`src/rtl/stage3_muldiv_unit.sv`:
```
// Iterative RV32M multiply/divide engine for the execute stage: 32-cycle shift-add / restoring divide.
// Optional macro STAGE3_MULDIV_FAST_MUL_EN computes all MUL* ops combinationally in one cycle.
module stage3_muldiv_unit (
    input  logic        CLK,
    input  logic        RESET,
    input  logic        START,
    input  logic [2:0]  FUNCT3,
    input  logic [31:0] DATA1,
    input  logic [31:0] DATA2,
    input  logic        FLUSH,
    output logic [31:0] RESULT,
    output logic        DONE,
    output logic        BUSY,
    output logic        STALL
);
    typedef enum logic [1:0] {S_IDLE, S_CALC, S_FIX, S_DONE} state_t;

    state_t      state_q, state_d;
    logic [2:0]  op_q, op_d;
    logic [4:0]  cnt_q, cnt_d;
    logic [63:0] acc_q, acc_d;
    logic [31:0] opb_q, opb_d;
    logic        neg_res_q, neg_res_d;
    logic        neg_rem_q, neg_rem_d;
    logic [31:0] result_q, result_d;
    logic        done_q, done_d;
    logic        busy_q, busy_d;

    logic        is_div, sign_a, sign_b, neg_a, neg_b;
    logic [31:0] abs_a, abs_b;
    logic        div_zero, div_ovf, early, accept;
    logic [31:0] early_res;
    logic        fast_hit;
    logic [31:0] fast_res;
    logic [32:0] mul_sum, div_trial;
    logic [63:0] prod;
    logic [31:0] quo, remv;

    // Operand decode: MULH/DIV/REM are fully signed, MULHSU treats only DATA1 as signed.
    assign is_div   = FUNCT3[2];
    assign sign_a   = is_div ? ~FUNCT3[0] : (FUNCT3[1:0] == 2'b01 || FUNCT3[1:0] == 2'b10);
    assign sign_b   = is_div ? ~FUNCT3[0] : (FUNCT3[1:0] == 2'b01);
    assign neg_a    = sign_a & DATA1[31];
    assign neg_b    = sign_b & DATA2[31];
    assign abs_a    = neg_a ? (32'd0 - DATA1) : DATA1;
    assign abs_b    = neg_b ? (32'd0 - DATA2) : DATA2;
    assign div_zero = is_div & (DATA2 == 32'd0);
    assign div_ovf  = is_div & ~FUNCT3[0] & (DATA1 == 32'h8000_0000) & (DATA2 == 32'hFFFF_FFFF);
    assign early_res = div_zero ? (FUNCT3[1] ? DATA1 : 32'hFFFF_FFFF)
                                : (FUNCT3[1] ? 32'd0 : 32'h8000_0000);

`ifdef STAGE3_MULDIV_FAST_MUL_EN
    logic signed [63:0] fast_prod;
    assign fast_prod = $signed({neg_a, DATA1}) * $signed({neg_b, DATA2});
    assign fast_hit  = ~is_div;
    assign fast_res  = (FUNCT3[1:0] == 2'b00) ? fast_prod[31:0] : fast_prod[63:32];
`else
    assign fast_hit  = 1'b0;
    assign fast_res  = 32'd0;
`endif

    assign early  = div_zero | div_ovf | fast_hit;
    assign accept = START & ~FLUSH & (state_q == S_IDLE);

    // Multiply: accumulator = {partial sum, remaining multiplier bits}, shifted right each step.
    assign mul_sum   = {1'b0, acc_q[63:32]} + (acc_q[0] ? {1'b0, opb_q} : 33'd0);
    // Divide: accumulator = {remainder, dividend/quotient}, shifted left each step.
    assign div_trial = acc_q[63:31] - {1'b0, opb_q};
    assign prod      = neg_res_q ? (64'd0 - acc_q) : acc_q;
    assign quo       = neg_res_q ? (32'd0 - acc_q[31:0]) : acc_q[31:0];
    assign remv      = neg_rem_q ? (32'd0 - acc_q[63:32]) : acc_q[63:32];

    always_ff @(posedge CLK or negedge RESET) begin
        if (!RESET) state_q <= S_IDLE;
        else        state_q <= state_d;
    end

    always_comb begin
        state_d = state_q;
        case (state_q)
            S_IDLE:  if (accept) state_d = early ? S_DONE : S_CALC;
            S_CALC:  if (cnt_q == 5'd31) state_d = S_FIX;
            S_FIX:   state_d = S_DONE;
            S_DONE:  state_d = S_IDLE;
            default: state_d = S_IDLE;
        endcase
        if (FLUSH) state_d = S_IDLE;
    end

    always_comb begin
        op_d      = op_q;
        cnt_d     = cnt_q;
        acc_d     = acc_q;
        opb_d     = opb_q;
        neg_res_d = neg_res_q;
        neg_rem_d = neg_rem_q;
        result_d  = result_q;
        case (state_q)
            S_IDLE: if (accept) begin
                op_d      = FUNCT3;
                cnt_d     = 5'd0;
                neg_res_d = neg_a ^ neg_b;
                neg_rem_d = neg_a;
                acc_d     = {32'd0, is_div ? abs_a : abs_b};
                opb_d     = is_div ? abs_b : abs_a;
                if (early) result_d = is_div ? early_res : fast_res;
            end
            S_CALC: begin
                cnt_d = cnt_q + 5'd1;
                if (op_q[2])
                    acc_d = {div_trial[32] ? acc_q[62:31] : div_trial[31:0], acc_q[30:0], ~div_trial[32]};
                else
                    acc_d = {mul_sum, acc_q[31:1]};
            end
            S_FIX: if (!FLUSH) begin
                if (op_q[2])                result_d = op_q[1] ? remv : quo;
                else if (op_q[1:0] == 2'b00) result_d = prod[31:0];
                else                        result_d = prod[63:32];
            end
            default: ;
        endcase
        done_d = (state_d == S_DONE);
        busy_d = (state_d == S_CALC) || (state_d == S_FIX);
    end

    always_ff @(posedge CLK or negedge RESET) begin
        if (!RESET) begin
            op_q      <= 3'd0;
            cnt_q     <= 5'd0;
            acc_q     <= 64'd0;
            opb_q     <= 32'd0;
            neg_res_q <= 1'b0;
            neg_rem_q <= 1'b0;
            result_q  <= 32'd0;
            done_q    <= 1'b0;
            busy_q    <= 1'b0;
        end else begin
            op_q      <= op_d;
            cnt_q     <= cnt_d;
            acc_q     <= acc_d;
            opb_q     <= opb_d;
            neg_res_q <= neg_res_d;
            neg_rem_q <= neg_rem_d;
            result_q  <= result_d;
            done_q    <= done_d;
            busy_q    <= busy_d;
        end
    end

    always_comb begin
        RESULT = result_q;
        DONE   = done_q;
        BUSY   = busy_q;
        STALL  = (START & (state_q == S_IDLE) & ~FLUSH & ~early) | busy_q;
    end
endmodule

```
`config.mk`:
```
export PLATFORM = sky130hd
export DESIGN_NAME = stage3_muldiv_unit
export DESIGN_NICKNAME = d
export VERILOG_FILES = /design/src/rtl/stage3_muldiv_unit.sv
export SDC_FILE = /design/constraint.sdc
export NUM_CORES = 1
export LEC_CHECK = 0
export ABC_AREA = 1
export BUFFER_PORTS_ARGS = -buffer_cell sky130_fd_sc_hd__buf_2
export CORE_MARGIN = 2
export CORE_UTILIZATION = 35
export CTS_BUF_LIST = sky130_fd_sc_hd__clkbuf_16
export DETAILED_ROUTE_END_ITERATION = 12
export PLACE_DENSITY = 0.59
export SLEW_MARGIN = 0
export SYNTH_ARGS = -nofsm -noshare
export SYNTH_HDL_FRONTEND = slang
export SYNTH_SLANG_ARGS = --single-unit
```
`constraint.sdc`:
```
create_clock -name CLK -period 4.86 [get_ports CLK]
set_input_delay 1.458 -clock CLK [delete_from_list [all_inputs] [get_ports CLK]]
set_output_delay 1.458 -clock CLK [all_outputs]
set_load 0.03 [all_outputs]
```
== After elaboration in Yosys (flattened, before gate mapping) ==
Cells that the tools add are included.
Operators by class
  bitwise operators: 18
  muxes and demuxes: 32
  equal/unequal tests: 14
  add/sub/neg operators: 8
  reduce and logical (&&, ||, !) cells: 10
Operator list (count)
  32-bit two-way mux: 18
  64-bit two-way mux: 3
  64-bit case mux with 2 select lines: 1
  1-bit by 32-bit subtractor with 32-bit output, first input constant: 4
  32-bit == test, second input constant: 2
  32-bit case mux with 2 select lines: 1
  1-bit by 64-bit subtractor with 64-bit output, first input constant: 1
  32-bit by 32-bit adder with 33-bit output: 1
  33-bit by 32-bit subtractor with 33-bit output: 1
  32-bit logical NOT: 1
  1-bit AND: 11
  2-bit == test, second input constant: 5
  5-bit case mux with 2 select lines: 1
  2-bit two-way mux: 4
  2-bit case mux with 4 select lines: 1
  2-bit by 1-bit == test with 1-bit output, second input constant: 3
  2-bit inequality test, second input constant: 3
  5-bit by 1-bit adder with 5-bit output, second input constant: 1
  5-bit == test, second input constant: 1
  5-bit two-way mux: 1
  2-bit logical NOT: 2
  1-bit NOT: 4
  2-bit AND reduction: 2
  4-bit AND reduction: 1
  5 further kinds: 9
Word-level totals
  bits in registers: 142

== Logic depth before layout (Yosys ltp) ==
  depth in word-level cells: 11
  depth in mapped cells: 21
  depth with buffers taken out: 20

== Least setup slack after synthesis ==
Ideal clock, no wire load.
  path type: input to output
  start point: in DATA2[0]
  end point: out STALL
  slack: 0.824 ns
  stages: 8
  data arrival time: 2.578 ns
  cells stage by stage: inv_1 > ha_1 > nand4_2 > nor2_4 > nand2_1 > nor2_1 > nand2_1 > a31o_2
Between the ends
  word-level cells in the longest chain between the ends: 6
  elaborated cells on any way between the ends: 8
  those cells by class: 1 x eq/ne; 6 x bitwise; 1 x reduce/logical
RTL lines
  from (decl): RTL line 9  | input logic [31:0] DATA2,
  32-bit == test / 32-bit logical NOT (equally long branches): RTL line 48, 47
  1-bit AND (on tied branches): RTL line 48, 47
  1-bit OR (*): RTL line 62  | assign early = div_zero | div_ovf | fast_hit;
  1-bit NOT (*): RTL line 154  | STALL = (START & (state_q == S_IDLE) & ~FLUSH & ~early) | busy_q;
  1-bit AND (*): RTL line 154
  1-bit OR (*): RTL line 154
  to (decl): RTL line 14  | output logic STALL
Mark *: on every way between the ends. The rest lies on a longest branch, timed or not.

== Worst setup path in the final report ==
Ends and elaborated chain as after synthesis.

==> impl_results.html <==
<table>
<tr><th>Metric</th><th>Value</th></tr>
<tr><th colspan="2">Logic synthesis</th></tr>
<tr><td>Mean Syn Cell Area</td><td>~5.6 um2</td></tr>
<tr><td>Most area-consuming cells after synthesis</td><td>nand2_1, dfrtp_1, nand3_1, nor2_1, inv_1</td></tr>
<tr><td>Share of synthesized area occupied by flip-flops and latches</td><td>0.195</td></tr>
<tr><td>Cell area after synthesis</td><td>18200 um2</td></tr>
<tr><td>Largest area contributor in the synthesized netlist</td><td>nand2_1</td></tr>
<tr><td>Area share of the largest cell type after synthesis</td><td>0.222</td></tr>
<tr><td>Cells after Synth</td><td>3285</td></tr>
<tr><td>Asr flop ratio synth</td><td>1.00</td></tr>
<tr><td>Number of enable flip-flop cells after synthesis</td><td>0</td></tr>
<tr><td>Number of flip-flops and latches in the synthesized netlist</td><td>about 140</td></tr>
<tr><td>Number of warnings printed during yosys synthesis</td><td>0</td></tr>
<tr><td>Synthesized net count</td><td>3431</td></tr>
<tr><td>Yosys cell types</td><td>49</td></tr>
<tr><td>Top_reg_cell synth</td><td>dfrtp_1</td></tr>
<tr><th colspan="2">Timing</th></tr>
<tr><td>Unrepaired setup endpoints after global routing</td><td>no</td></tr>
<tr><td>Maximum achievable frequency</td><td>219 MHz</td></tr>
<tr><td>Hold violation total from the final report</td><td>0</td></tr>
<tr><td>Max transition margin</td><td>0.341</td></tr>
<tr><td>Fin Clk Skew</td><td>0.0124 ns</td></tr>
<tr><td>Final slew viol count</td><td>0</td></tr>
<tr><td>Setup_tns</td><td>0 ns</td></tr>
<tr><td>Worst slew pin tran</td><td>0.988 ns</td></tr>
<tr><td>Final critical-path required period</td><td>~4.6 ns</td></tr>
<tr><td>Final count of negative-setup-slack endpoints</td><td>0</td></tr>
<tr><td>Fin Hold WS</td><td>approximately 0.5 ns</td></tr>
<tr><td>Final worst-path cycle share</td><td>0.938</td></tr>
<tr><th colspan="2">Finish</th></tr>
<tr><td>Fill cell total of the finished layout</td><td>about 5900</td></tr>
<tr><td>Final standard cell area without fillers</td><td>between 20000 and 25000 um2</td></tr>
<tr><td>Final Net Count</td><td>3484</td></tr>
<tr><td>Area overhead of the layout relative to synthesis</td><td>9.70%</td></tr>
<tr><td>Share of final-layout standard cells stronger than drive strength 1</td><td>0.0761</td></tr>
<tr><td>Antenna cell count</td><td>0</td></tr>
<tr><th colspan="2">CTS</th></tr>
<tr><td>CTS clk-pin slew, worst paths</td><td>~0.070 ns</td></tr>
<tr><td>Clock root buffer</td><td>clkbuf_16</td></tr>
<tr><td>Gates resized, CTS repair</td><td>0</td></tr>
<tr><td>Maximum clock path buffer count</td><td>2</td></tr>
<tr><td>H-Tree Depth</td><td>4</td></tr>
<tr><td>Insertion delay to the later sink of the worst-skew pair</td><td>between 0.4 and 0.5 ns</td></tr>
<tr><td>Number of sinks driven by the clock tree</td><td>142</td></tr>
<tr><td>CTS buffer count</td><td>17</td></tr>
<tr><td>Count of hold-fix buffers inserted at cts</td><td>0</td></tr>
<tr><td>Setup fix buffers added after clock tree synthesis</td><td>0</td></tr>
<tr><td>CTS tree</td><td>yes</td></tr>
<tr><th colspan="2">Routing</th></tr>
<tr><td>Detailed-route wire length per cell</td><td>about 21 um</td></tr>
<tr><td>Vias after detailed routing</td><td>22200</td></tr>
<tr><td>Number of design rule violations left after detail routing</td><td>0</td></tr>
<tr><td>Aggregate routed wire length</td><td>85500 um</td></tr>
<tr><td>Average vias per placed instance</td><td>5.51</td></tr>
<tr><td>First-pass detailed-route iteration total</td><td>6</td></tr>
<tr><td>Iteration-0 DRC count of the detailed router</td><td>about 2600</td></tr>
<tr><td>Remaining antenna violation count after routing</td><td>0</td></tr>
<tr><th colspan="2">Min path</th></tr>
<tr><td>Worst hold path type</td><td>reg -&gt; reg</td></tr>
<tr><th colspan="2">Floorplanning</th></tr>
<tr><td>Num rows</td><td>83</td></tr>
<tr><td>Starting Density</td><td>0.355</td></tr>
<tr><td>Horiz. Die Dim</td><td>232 um</td></tr>
<tr><td>Top-level I/O count</td><td>106</td></tr>
<tr><td>Die extent in y</td><td>232 um</td></tr>
<tr><td>Overall die area</td><td>about 54000 um2</td></tr>
<tr><td>Placeable core region</td><td>51400 um2</td></tr>
<tr><th colspan="2">Job</th></tr>
<tr><td>Max-cap violation count</td><td>0</td></tr>
<tr><th colspan="2">Placed design</th></tr>
<tr><td>Number of buffers inserted by port buffering</td><td>105</td></tr>
<tr><td>Dpl hpwl</td><td>around 68000 um</td></tr>
<tr><td>Weighted congestion at the end of routability-driven global placement</td><td>1.02</td></tr>
<tr><td>Post-placement cell area</td><td>19400 um2</td></tr>
<tr><th colspan="2">Power</th></tr>
<tr><td>Leak Pwr</td><td>10.5 nW</td></tr>
<tr><td>Pwr Density</td><td>a little under 600 nW/um2</td></tr>
<tr><td>Largest vdd supply drop</td><td>0.000327 V</td></tr>
<tr><th colspan="2">Global route</th></tr>
<tr><td>Global-route wire length before repair</td><td>approximately 130000 um</td></tr>
<tr><td>Antenna violations before repair</td><td>0</td></tr>
<tr><td>Total routing usage reported by global routing</td><td>0.314</td></tr>
<tr><td>Aggregate global routing overflow</td><td>0</td></tr>
<tr><td>Vias in the first global route</td><td>20200</td></tr>
<tr><td>Largest net degree at the start of global routing</td><td>86</td></tr>
<tr><th colspan="2">Worst setup path</th></tr>
<tr><td>Worst setup slack for register-to-register paths</td><td>1.13 ns</td></tr>
<tr><td>Critical path start-end classification</td><td>in -&gt; out</td></tr>
<tr><td>Required time reported for the critical path endpoint</td><td>3.40 ns</td></tr>
<tr><td>Sort of element at the start of the critical path</td><td>input pin</td></tr>
<tr><td>Kind of end point of the critical path</td><td>output port</td></tr>
<tr><td>CP arrival</td><td>3.10 ns</td></tr>
<tr><td>Worst-path maximum fanout</td><td>6</td></tr>
<tr><th colspan="2">Outcome</th></tr>
<tr><td>Result of the run</td><td>finished, final reports clean</td></tr>
</table>
## layer usage
layer  vias to the layer above  wire length [um]  global-route usage
li1                      10700                 -                   -
met3                       205              6920              0.0363
met2                      1155             37700               0.496
met5                         -                 0                   0
met4                         0              4600               0.155
met1                     10200             36200               0.424
## through the flow
step                cells  setup slack, ns  total power, mW  utilization
detailed placement   3999            0.296             10.0        0.378
finish               4031            0.300             11.6        0.389
CTS                  4031            0.298             11.4        0.389
global route         4031            0.120             12.4        0.389
global placement     3999            0.367             10.0        0.378
floorplan            3285            0.824             7.32            -
## where the power goes
part           internal, mW  switching, mW
Combinational          2.36           5.64
Sequential             1.57          0.706
Clock                 0.709          0.590
Total                  4.64           6.93
## area by class of cell
class | instances | area [um2] | area share
tap | 680 | 851 | 0.0425
sequential | 142 | 3560 | 0.178
inverter | 401 | 1510 | 0.0753
clock buffer | 17 | 425 | 0.0213
clock inverter | 15 | 136 | 0.00682
timing repair buffer | 149 | 862 | 0.0431
multi-input combinational | 2627 | 12700 | 0.633
## cell families after synthesis
group                      Yosys count  share of synthesized area
DFF                                142                      0.195
and+or+nand+nor                   1979                      0.453
AOI/OAI and AO/OA                  491                      0.149
buffers and inverters              516                      0.111
adders and majority gates           75                     0.0523
xor gates and xnor gates            82                     0.0394
## layout by cell type, fill, tap and decap left out, types with 44 or more instances in the layout
master / n
nor2_1: 410
nand4_1: 45
nand2_1: 1078
buf_4: 44
xor2_1: 71
o21ai_1: 49
nand3_1: 339
a21oi_1: 205
dfrtp_1: 140
buf_2: 104
inv_1: 371
o21ai_0: 142
ha_1: 73
## worst paths after layout
check	start	end	depth (start not counted)
max in group asynchronous	RESET	acc_q[61]$_DFFE_PN0P_	2
worst min-delay path	RESULT[31]$_DFFE_PN0P_	RESULT[31]$_DFFE_PN0P_	2
min in group asynchronous	RESET	acc_q[23]$_DFFE_PN0P_	1
worst min register to register	RESULT[31]$_DFFE_PN0P_	RESULT[31]$_DFFE_PN0P_	2
worst max register to register	acc_q[31]$_DFFE_PN0P_	acc_q[61]$_DFFE_PN0P_	19
worst max-delay path	DATA2[0]	STALL	10
## critical path, stage by stage
cell and delay (ns):
buf_2 0.11, inv_1 0.09, ha_1 0.21, nand4_2 0.19, nor2_4 0.19, nand2_1 0.12, nor2_1 0.16, nand2_1 0.11
a31o_2 0.27, buf_2 0.18
## state kept, by name (all words and copies together) (netlist names)
signal / cells
neg_rem_q: 1
opb_q: 32
DONE: 1
cnt_q: 5
state_q: 2
RESULT: 32
BUSY: 1
neg_res_q: 1
acc_q: 64
op_q: 3
## Yosys cell counts, types with 2 or more instances
master	n
nand2_2	10
inv_1	371
xor2_1	71
nor3_1	32
dfrtp_1	142
nand4_1	45
or2_1	3
o21ai_1	49
buf_2	27
a22oi_1	11
or2_2	13
a21oi_2	4
ha_1	73
clkbuf_1	74
nand3b_1	22
o21bai_1	6
nand2_4	2
o211ai_1	32
o21ai_2	2
nor2_4	2
buf_4	2
o211ai_2	2
inv_2	26
nand2_1	1078
o21ai_0	142
o221ai_1	11
o21a_1	6
a21o_1	8
a21oi_1	205
nor2_1	414
buf_1	5
clkinv_1	4
xnor2_1	11
nand3_1	339
nor2_2	5
fa_1	2
nor4_1	8
a31oi_1	9
buf_6	7
Power figures use the tool's default switching activity.
